**src/rtl/ped_pkg.sv**
```systemverilog
// ped_pkg: shared definitions for the pedestrian request unit and the
// traffic light controller it talks to.
//   ped_state_e           - request-unit FSM state encoding
//   DEF_*                 - default parameter values
package ped_pkg;

    typedef enum logic [1:0] {
        IDLE     = 2'd0,
        REQUEST  = 2'd1,
        WALK     = 2'd2,
        COOLDOWN = 2'd3
    } ped_state_e;

    localparam int DEF_DEBOUNCE_CYCLES = 4;
    localparam int DEF_WALK_CYCLES     = 10;
    localparam int DEF_MIN_GAP_CYCLES  = 8;
    localparam int DEF_CNT_W           = 4;

endpackage

```
**src/rtl/ped_request_unit_if.sv**
```systemverilog
// ped_request_unit_if: crossing link between the pedestrian request unit
// and the traffic light controller.
//   ped_req    - request into the controller's pedestrian_btn
//   walk_light - controller walk lamp
//   stop_light - controller stop lamp
// master = pedestrian request unit, slave = controller.
interface ped_request_unit_if;
    logic ped_req;
    logic walk_light;
    logic stop_light;

    modport master (output ped_req, input walk_light, input stop_light);
    modport slave  (input ped_req, output walk_light, output stop_light);
endinterface

```
**src/rtl/ped_request_unit_btn_debounce.sv**
```systemverilog
// btn_debounce: two-flop synchroniser, saturating debounce counter and a
// one-cycle pulse on the debounced rising edge.
//   clk, rst_n - clock, asynchronous active-low reset
//   btn_raw    - raw asynchronous push-button, active high
//   press_evt  - one-cycle pulse per accepted press
module btn_debounce #(
    parameter int DEBOUNCE_CYCLES = 4
) (
    input  logic clk,
    input  logic rst_n,
    input  logic btn_raw,
    output logic press_evt
);

    localparam int DB_W = $clog2(DEBOUNCE_CYCLES + 1);
    localparam logic [DB_W-1:0] DB_MAX = DB_W'(DEBOUNCE_CYCLES);

    logic            sync1_reg;
    logic            btn_s_reg;
    logic [DB_W-1:0] db_cnt_reg;
    logic            btn_db_d_reg;
    logic            btn_db;

    assign btn_db = (db_cnt_reg == DB_MAX);

    always_ff @(posedge clk or negedge rst_n) begin
        if (!rst_n) begin
            sync1_reg    <= 1'b0;
            btn_s_reg    <= 1'b0;
            db_cnt_reg   <= '0;
            btn_db_d_reg <= 1'b0;
        end else begin
            sync1_reg    <= btn_raw;
            btn_s_reg    <= sync1_reg;
            btn_db_d_reg <= btn_db;
            // Any low sample restarts the count, so short pulses never qualify.
            if (!btn_s_reg)
                db_cnt_reg <= '0;
            else if (!btn_db)
                db_cnt_reg <= db_cnt_reg + 1'b1;
        end
    end

    // Holding the button keeps btn_db high, so only the first cycle pulses.
    assign press_evt = btn_db & ~btn_db_d_reg;

endmodule

```
**src/rtl/ped_request_unit.sv**
```systemverilog
// ped_request_unit: pedestrian-side end of the crossing interface. Debounces
// the push-button, holds a clean request into the controller, shows the walk
// countdown, enforces a cooldown gap and flags controller misbehaviour.
//   clk, rst_n     - clock, asynchronous active-low reset
//   btn_raw        - raw push-button
//   ctrl           - master side of the controller link (ped_req out,
//                    walk_light / stop_light in)
//   req_pending    - wait lamp: request outstanding or queued
//   walk_countdown - remaining walk cycles for display
//   protocol_err   - sticky controller-behaviour violation
module ped_request_unit
    import ped_pkg::*;
#(
    parameter int DEBOUNCE_CYCLES = DEF_DEBOUNCE_CYCLES,
    parameter int WALK_CYCLES     = DEF_WALK_CYCLES,
    parameter int MIN_GAP_CYCLES  = DEF_MIN_GAP_CYCLES,
    parameter int CNT_W           = DEF_CNT_W
) (
    input  logic                 clk,
    input  logic                 rst_n,
    input  logic                 btn_raw,
    ped_request_unit_if.master   ctrl,
    output logic                 req_pending,
    output logic [CNT_W-1:0]     walk_countdown,
    output logic                 protocol_err
);

    localparam int GAP_W = $clog2(MIN_GAP_CYCLES + 1);
    localparam logic [CNT_W-1:0] WALK_INIT = CNT_W'(WALK_CYCLES - 1);
    localparam logic [GAP_W-1:0] GAP_INIT  = GAP_W'(MIN_GAP_CYCLES - 1);

    ped_state_e       state_reg;
    logic             ped_req_reg;
    logic             req_pending_reg;
    logic [CNT_W-1:0] walk_cnt_reg;
    logic [GAP_W-1:0] gap_cnt_reg;
    logic             queued_reg;
    logic             protocol_err_reg;
    logic             press_evt;
    logic             err_now;

    btn_debounce #(
        .DEBOUNCE_CYCLES(DEBOUNCE_CYCLES)
    ) u_btn_debounce (
        .clk      (clk),
        .rst_n    (rst_n),
        .btn_raw  (btn_raw),
        .press_evt(press_evt)
    );

    // Controller violations, judged against the current state.
    assign err_now = (ctrl.walk_light && ctrl.stop_light)
                   || (ctrl.walk_light && (state_reg == IDLE || state_reg == COOLDOWN))
                   || (!ctrl.walk_light && !ctrl.stop_light && state_reg == WALK);

    always_ff @(posedge clk or negedge rst_n) begin
        if (!rst_n) begin
            state_reg        <= IDLE;
            ped_req_reg      <= 1'b0;
            req_pending_reg  <= 1'b0;
            walk_cnt_reg     <= '0;
            gap_cnt_reg      <= '0;
            queued_reg       <= 1'b0;
            protocol_err_reg <= 1'b0;
        end else begin
            if (err_now)
                protocol_err_reg <= 1'b1;

            case (state_reg)
                IDLE: begin
                    if (press_evt) begin
                        state_reg       <= REQUEST;
                        ped_req_reg     <= 1'b1;
                        req_pending_reg <= 1'b1;
                    end
                end
                REQUEST: begin
                    if (ctrl.walk_light) begin
                        state_reg       <= WALK;
                        ped_req_reg     <= 1'b0;
                        req_pending_reg <= 1'b0;
                        walk_cnt_reg    <= WALK_INIT;
                    end
                end
                WALK: begin
                    // The controller ends the walk; the display just bottoms out.
                    if (!ctrl.walk_light) begin
                        state_reg    <= COOLDOWN;
                        walk_cnt_reg <= '0;
                        gap_cnt_reg  <= GAP_INIT;
                    end else if (walk_cnt_reg != '0) begin
                        walk_cnt_reg <= walk_cnt_reg - 1'b1;
                    end
                end
                COOLDOWN: begin
                    if (gap_cnt_reg == '0) begin
                        // A press in this very cycle still counts as queued.
                        queued_reg <= 1'b0;
                        if (queued_reg || press_evt) begin
                            state_reg       <= REQUEST;
                            ped_req_reg     <= 1'b1;
                            req_pending_reg <= 1'b1;
                        end else begin
                            state_reg       <= IDLE;
                            req_pending_reg <= 1'b0;
                        end
                    end else begin
                        gap_cnt_reg <= gap_cnt_reg - 1'b1;
                        if (press_evt) begin
                            queued_reg      <= 1'b1;
                            req_pending_reg <= 1'b1;
                        end
                    end
                end
                default: state_reg <= IDLE;
            endcase
        end
    end

    assign ctrl.ped_req   = ped_req_reg;
    assign req_pending    = req_pending_reg;
    assign walk_countdown = walk_cnt_reg;
    assign protocol_err   = protocol_err_reg;

endmodule

```
**src/flat_wrapper.sv**
```systemverilog
// flat-port wrapper written by rule: the top's interface ports become plain ports
module ped_request_unit_flat import ped_pkg::*;
#(
    parameter int DEBOUNCE_CYCLES = DEF_DEBOUNCE_CYCLES,
    parameter int WALK_CYCLES     = DEF_WALK_CYCLES,
    parameter int MIN_GAP_CYCLES  = DEF_MIN_GAP_CYCLES,
    parameter int CNT_W           = DEF_CNT_W
)
  (clk, rst_n, btn_raw, req_pending, walk_countdown, protocol_err, ctrl_ped_req, ctrl_walk_light, ctrl_stop_light);
  ped_request_unit_if ctrl_i ();
  input  logic clk;
  input  logic rst_n;
  input  logic btn_raw;
  output logic req_pending;
  output logic [CNT_W-1:0] walk_countdown;
  output logic protocol_err;
  output wire logic [$bits(ctrl_i.ped_req)-1:0] ctrl_ped_req;
  input wire logic [$bits(ctrl_i.walk_light)-1:0] ctrl_walk_light;
  input wire logic [$bits(ctrl_i.stop_light)-1:0] ctrl_stop_light;
  assign ctrl_ped_req = ctrl_i.ped_req;
  assign ctrl_i.walk_light = ctrl_walk_light;
  assign ctrl_i.stop_light = ctrl_stop_light;
  ped_request_unit #(.DEBOUNCE_CYCLES(DEBOUNCE_CYCLES), .WALK_CYCLES(WALK_CYCLES), .MIN_GAP_CYCLES(MIN_GAP_CYCLES), .CNT_W(CNT_W)) u_core (.clk(clk), .rst_n(rst_n), .btn_raw(btn_raw), .ctrl(ctrl_i), .req_pending(req_pending), .walk_countdown(walk_countdown), .protocol_err(protocol_err));
endmodule
```
**config.mk**
```make
export PLATFORM = sky130hd
export DESIGN_NAME = ped_request_unit_flat
export DESIGN_NICKNAME = d
export VERILOG_FILES = /design/src/rtl/ped_pkg.sv /design/src/rtl/ped_request_unit_if.sv /design/src/rtl/ped_request_unit_btn_debounce.sv /design/src/rtl/ped_request_unit.sv /design/src/flat_wrapper.sv
export SDC_FILE = /design/constraint.sdc
export NUM_CORES = 1
export LEC_CHECK = 0
export CORE_MARGIN = 2
export CORE_UTILIZATION = 45
export CTS_CLUSTER_DIAMETER = 30
export CTS_CLUSTER_SIZE = 28
export DETAILED_ROUTE_END_ITERATION = 16
export GPL_ROUTABILITY_DRIVEN = 0
export PLACE_DENSITY_LB_ADDON = 0.08
export SYNTH_ARGS = -nofsm -noshare
export SYNTH_HDL_FRONTEND = slang
export SYNTH_HIERARCHICAL = 1
export SYNTH_SLANG_ARGS = --single-unit
```
**constraint.sdc**
```tcl
create_clock -name clk -period 4.8 [get_ports clk]
set_input_delay 0.48 -clock clk [delete_from_list [all_inputs] [get_ports clk]]
set_output_delay 0.48 -clock clk [all_outputs]
set_load 0.05 [all_outputs]
```
# After elaboration in Yosys (flattened, before gate mapping)
# Cells that the tools add are included.
# word_totals
reg_bits	20
input_bits	5
out_inout_bits	7
elab_cells	76
# op_classes
n_addsub	3
eq_ne	12
mux	25
bitwise	2
reduce_logical	23
# ops
operator	n
two-way mux 4 bit	5
case mux 4 bit (2 select lines)	2
!= test 2 bit, second input constant	6
two-way mux 1 bit	9
two-way mux 2 bit	4
case mux 2 bit (4 select lines)	1
subtractor 4 x 1 -> 4 bit, second input constant	2
two-way mux 3 bit	2
case mux 1 bit (3 select lines)	2
AND reduction 3 bit	2
nonzero test 2 bit	3
AND reduction 5 bit	1
equality test 2 bit, second input constant	2
logical AND 1 bit	4
zero test 4 bit	1
logical OR 1 bit	4
AND reduction 2 bit	2
AND reduction 4 bit	1
nonzero test 4 bit	1
adder 3 x 1 -> 3 bit, second input constant	1
equality test 3 bit, second input constant	1
!= test 3 bit, second input constant	1
nonzero test 3 bit	1
equality test 2 x 1 -> 1 bit, second input constant	1
5 further kinds	6

# Logic depth before layout (Yosys ltp)
# logic_depth
depth_word	6
ltp_mapped	8
mapped_depth_nobuf	8

# Cells and area by module
# Netlist, hierarchy kept.
# by_module_without_submodules
module	instances	cells_per_inst	area_per_inst_um2	seq_area_each_um2
ped_request_unit	1	96	927.1	350.3
btn_debounce	1	21	246.5	150.1

# Least setup slack after synthesis
# Ideal clock, no wire load.
# synth_timing
path_type	reg-to-reg
start	register u_core.walk_cnt_reg[0] (netlist: u_core/walk_countdown[0])
end	register u_core.walk_cnt_reg[3] (netlist: u_core/walk_countdown[3])
setup_ns	0.126
arrival_time_ns	1.688
required_ns	4.674
setup_slack_ns	2.986
path_stages_with_launch	6
path_buffers	0
period_less_slack_ns	1.814
path_cell_list	dfrtp_1 -> inv_1 -> ha_1 -> nor3b_1 -> o31ai_1 -> a221o_1
# synth_between
elab_chain_len	4
word_cells_on_any_way	7
cone_classes	1 x add/sub; 1 x eq/ne; 3 x mux; 2 x reduce/logical
# synth_lines
element	line	rtl
start: declaration	ped_request_unit.sv:35	logic [CNT_W-1:0] walk_cnt_reg;
start signal: assignment	ped_request_unit.sv:92	walk_cnt_reg <= walk_cnt_reg - 1'b1;
subtractor 4 x 1 -> 4 bit	ped_request_unit.sv:92	
two-way mux 4 bit	ped_request_unit.sv:91	end else if (walk_cnt_reg != '0) begin
two-way mux 4 bit	ped_request_unit.sv:87	if (!ctrl.walk_light) begin
case mux 4 bit (2 select lines)	ped_request_unit.sv:69	case (state_reg)
# Parallel ways exist; a longest one is shown, timed or not. The select of a mux whose other input is x is not followed.
# A chain may end at the register's enable or synchronous reset.

# Final worst setup path
# layout_timing
start	register u_core.walk_cnt_reg[1] (netlist: u_core/walk_countdown[1])
end	output walk_countdown[1]
# layout_lines
element	line	rtl
end: declaration	flat_wrapper.sv:15	output logic [CNT_W-1:0] walk_countdown;
# No word-level cell between the ends.

==> flow_metrics.tcl <==
set metrics [dict create \
    synth_cell_types 37 \
    detail_route.wirelength_um 2190 \
    timing.rr.end "u_core/state_reg[0]" \
    synth_top_flop_cell "dfrtp_1" \
    pre_cts_slack_ps 2570 \
    cts_hold_repair.buffers 0 \
    p_total_uw 867 \
    path_max_fanout 6 \
    flow.area_growth_from_synthesis_pct 16.4 \
    mappedNetlistArea_um2 1170 \
    die_width_um 55.1 \
    sequential_power_share_pct 31.1 \
    floorplan.rows 18 \
    drt_pre_antenna_iters 4 \
    setup.reg_to_reg.worst_slack_ps 2810 \
    rsz0062_at_grt "false" \
    finalHoldViolations 0 \
    port_buffers 11 \
    clock_tree.buffer_depth 2 \
    clock_tree_from_tritoncts "done" \
    timing.hold.worst.class "reg -> reg" \
    drt.antenna.violating_nets 0 \
    detailroute.via_count 868 \
    cts.repair.resized 0 \
    fin_skew_ps 6.57 \
    worstReg2RegStart "u_core/gap_cnt_reg[0]" \
    number_of_placed_instances_with_taps_included 156 \
    power.switching_uw 378 \
    io_pins 12 \
    global_route.overflow_total 0 \
    drt_iter0_drc 15 \
    gr-usage-all-layers_pct 16.4 \
    clock_insertion_delay_worst_skew_ps 300 \
    p_clk_share_pct 16.0 \
    dp.final_hpwl_um 1640 \
    finalNonFillerCells 160 \
    fin_tns_setup_ps 0 \
    synth.ff_latch_count 20 \
    startpoint_type "flip-flop" \
    timing_worst_setup_path_type "reg -> out" \
    finalMaxSlewViolations 0 \
    crit_family "buffers and inverters" \
    crit_required_ps 4320 \
    worstHoldEndpoint "u_core/u_btn_debounce/btn_s_reg" \
    whs_path_depth 0 \
    floorplan.die.height_um 55.1 \
    postSynthCellCount 117 \
    layout_min_cycle_time_ps 2080 \
    timing.hold.worst.start "u_core/u_btn_debounce/sync1_reg" \
    status "finished, final reports clean" \
    numCtsBuffers 3 \
    net_count_of_the_mapped_netlist 133 \
    grt_max_degree 21 \
    worst_setup_path_end_kind "primary output" \
    num-fill-cells 243 \
    clock_tree.htree_level_count 1 \
    syn_area_per_cell_um2 10.0 \
    p_leak_uw 0.000606 \
    cts_root_buffer "clkbuf_4" \
    layout-drive-gt1-share_pct 7.69 \
    wl_per_cell_um 13.7 \
    timing.critical_path.buf_inv 1 \
    cts.clk_slew.worst_paths_ps 120 \
    synthesis.yosys.warnings 6 \
    combinationalPowerShare_pct 52.9 \
    number_of_setup_buffers_added_after_cts 0 \
    layout.nets 147 \
    synth_sequential_area_ratio_pct 42.6 \
    power_report.internal_total_uw 490 \
    grt_pass1_wl_um 3550 \
    worstMarginPinSlew_ps 895 \
    final_min_period_over_clock_period_pct 43.3 \
    finalSetupViolCount 0 \
    cts.sinks 20 \
    slowest_stage "clkdlybuf4s50_1" \
    cellPowerDensity_nw_per_um2 635 \
    timing.max_slew.rel_slack_pct 40.1 \
    ys_async_sr_fraction_pct 100 \
    synth_enable_flop_cells 0 \
    slowest_cell_delay_on_critical_path_ps 840 \
    timing.reg2reg.worst_path_depth 6 \
    insertedDiodeCount 0 \
    swShare_pct 43.5 \
    cp_cell_sequence "clkdlybuf4s50_1" \
    vias_in_the_first_global_route 834 \
    peakVddDrop_mv 0.474 \
    cap_violations 0 \
    timing.fmax_mhz 481 \
    finalWorstSetupSlack_ps 2720 \
    start_util_pct 47.4 \
    antenna_found_initial 0 \
    design.core.area_um2 2480 \
    cp.arrival_ps 1600 \
    drt_drc_violations_left 0 \
    fp.dieArea_um2 3030 \
    via_per_inst 5.43 \
]
metrics by stage:
stage / instance area [um^2] / utilization, % / hold WS, ps
final: 1370 / 55.2 / 363
after global routing: 1370 / 55.2 / 370
after CTS: 1370 / 55.2 / 367
after detailed placement: 1310 / 53.0 / 340
after global placement: 1310 / 53.0 / 335
after floorplan: 1170 / - / 184
Yosys cell counts (2+ instances only):
library cell	number	share of area [%]
a211oi_1	2	1.3
o22ai_1	3	1.6
clkbuf_1	2	0.64
nor2b_1	2	1.1
a2111oi_4	2	4.7
ha_1	11	12
nand2_1	7	2.2
dfrtp_1	20	43
nor2_1	7	2.2
inv_1	14	4.5
o31ai_1	3	1.9
nand4_1	2	1.1
nor3b_1	3	1.9
a22o_1	3	2.2
a31oi_1	3	1.6
a21oi_1	6	2.6
o21ai_1	2	0.85
o21ai_0	6	2.6
placed cells by master, fill, tap and decap left out, drive strengths merged, types with 2 or more instances in the layout:
cell type      instances
a2111oi                2
a211oi                 2
a21oi                  6
a22o                   3
a31oi                  3
and2                   2
clkbuf                 3
clkdlybuf4s50         11
dfrtp                 20
ha                    11
inv                   14
nand2                  7
nand4                  2
nor2                   7
nor2b                  2
nor3b                  3
o21ai                  8
o22ai                  3
o31ai                  3
how the worst max path moves through the flow:
stage,from,to,slack (ps),cells past startpoint
detailed placement,ctrl_walk_light,u_core/walk_countdown[3],2570,4
floorplan,u_core/walk_countdown[0],u_core/walk_countdown[3],2990,5
global placement,ctrl_walk_light,u_core/walk_countdown[3],2610,4
global route,u_core/state_reg[1],u_core/walk_countdown[3],2660,6
CTS,u_core/walk_countdown[1],walk_countdown[1],2710,1
finish,u_core/walk_countdown[1],walk_countdown[1],2720,1
metal layers:
metal	up-vias	part of all wire (%)	wire (um)	global-route usage, %
li1	445	-	-	-
met5	-	0	0	0
met1	411	52	1140	22.8
met3	2	2.3	51	2.42
met2	10	45	986	25.2
met4	0	0.68	15	7.32
cells by family (layout without fill, tap and decap cells):
kind of cell	Yosys count	in the layout	synth area share (%)
mux	1	1	0.853
buf+inv	16	29	5.12
fa+ha+maj	11	11	11.7
flops	20	20	42.6
compound gates	36	36	23.6
simple gates	33	33	16.1
area by class of cell:
cell class	instances	area (um^2)	area share (%)
timing repair buffer	11	110	8.06
sequential	20	500	36.6
inverter	14	52.6	3.85
multi-input combinational	81	613	44.9
clock inverter	1	30.0	2.20
clock buffer	3	22.5	1.65
tap	30	37.5	2.75
power groups by stage:
stage,clock network [uW],logic (uW),registers [uW]
floorplan,0,293,326
global placement,0,452,270
detailed placement,0,460,274
CTS,142,461,271
global route,147,506,279
finish,139,459,270
No activity file was read; power rests on OpenSTA's default activity.
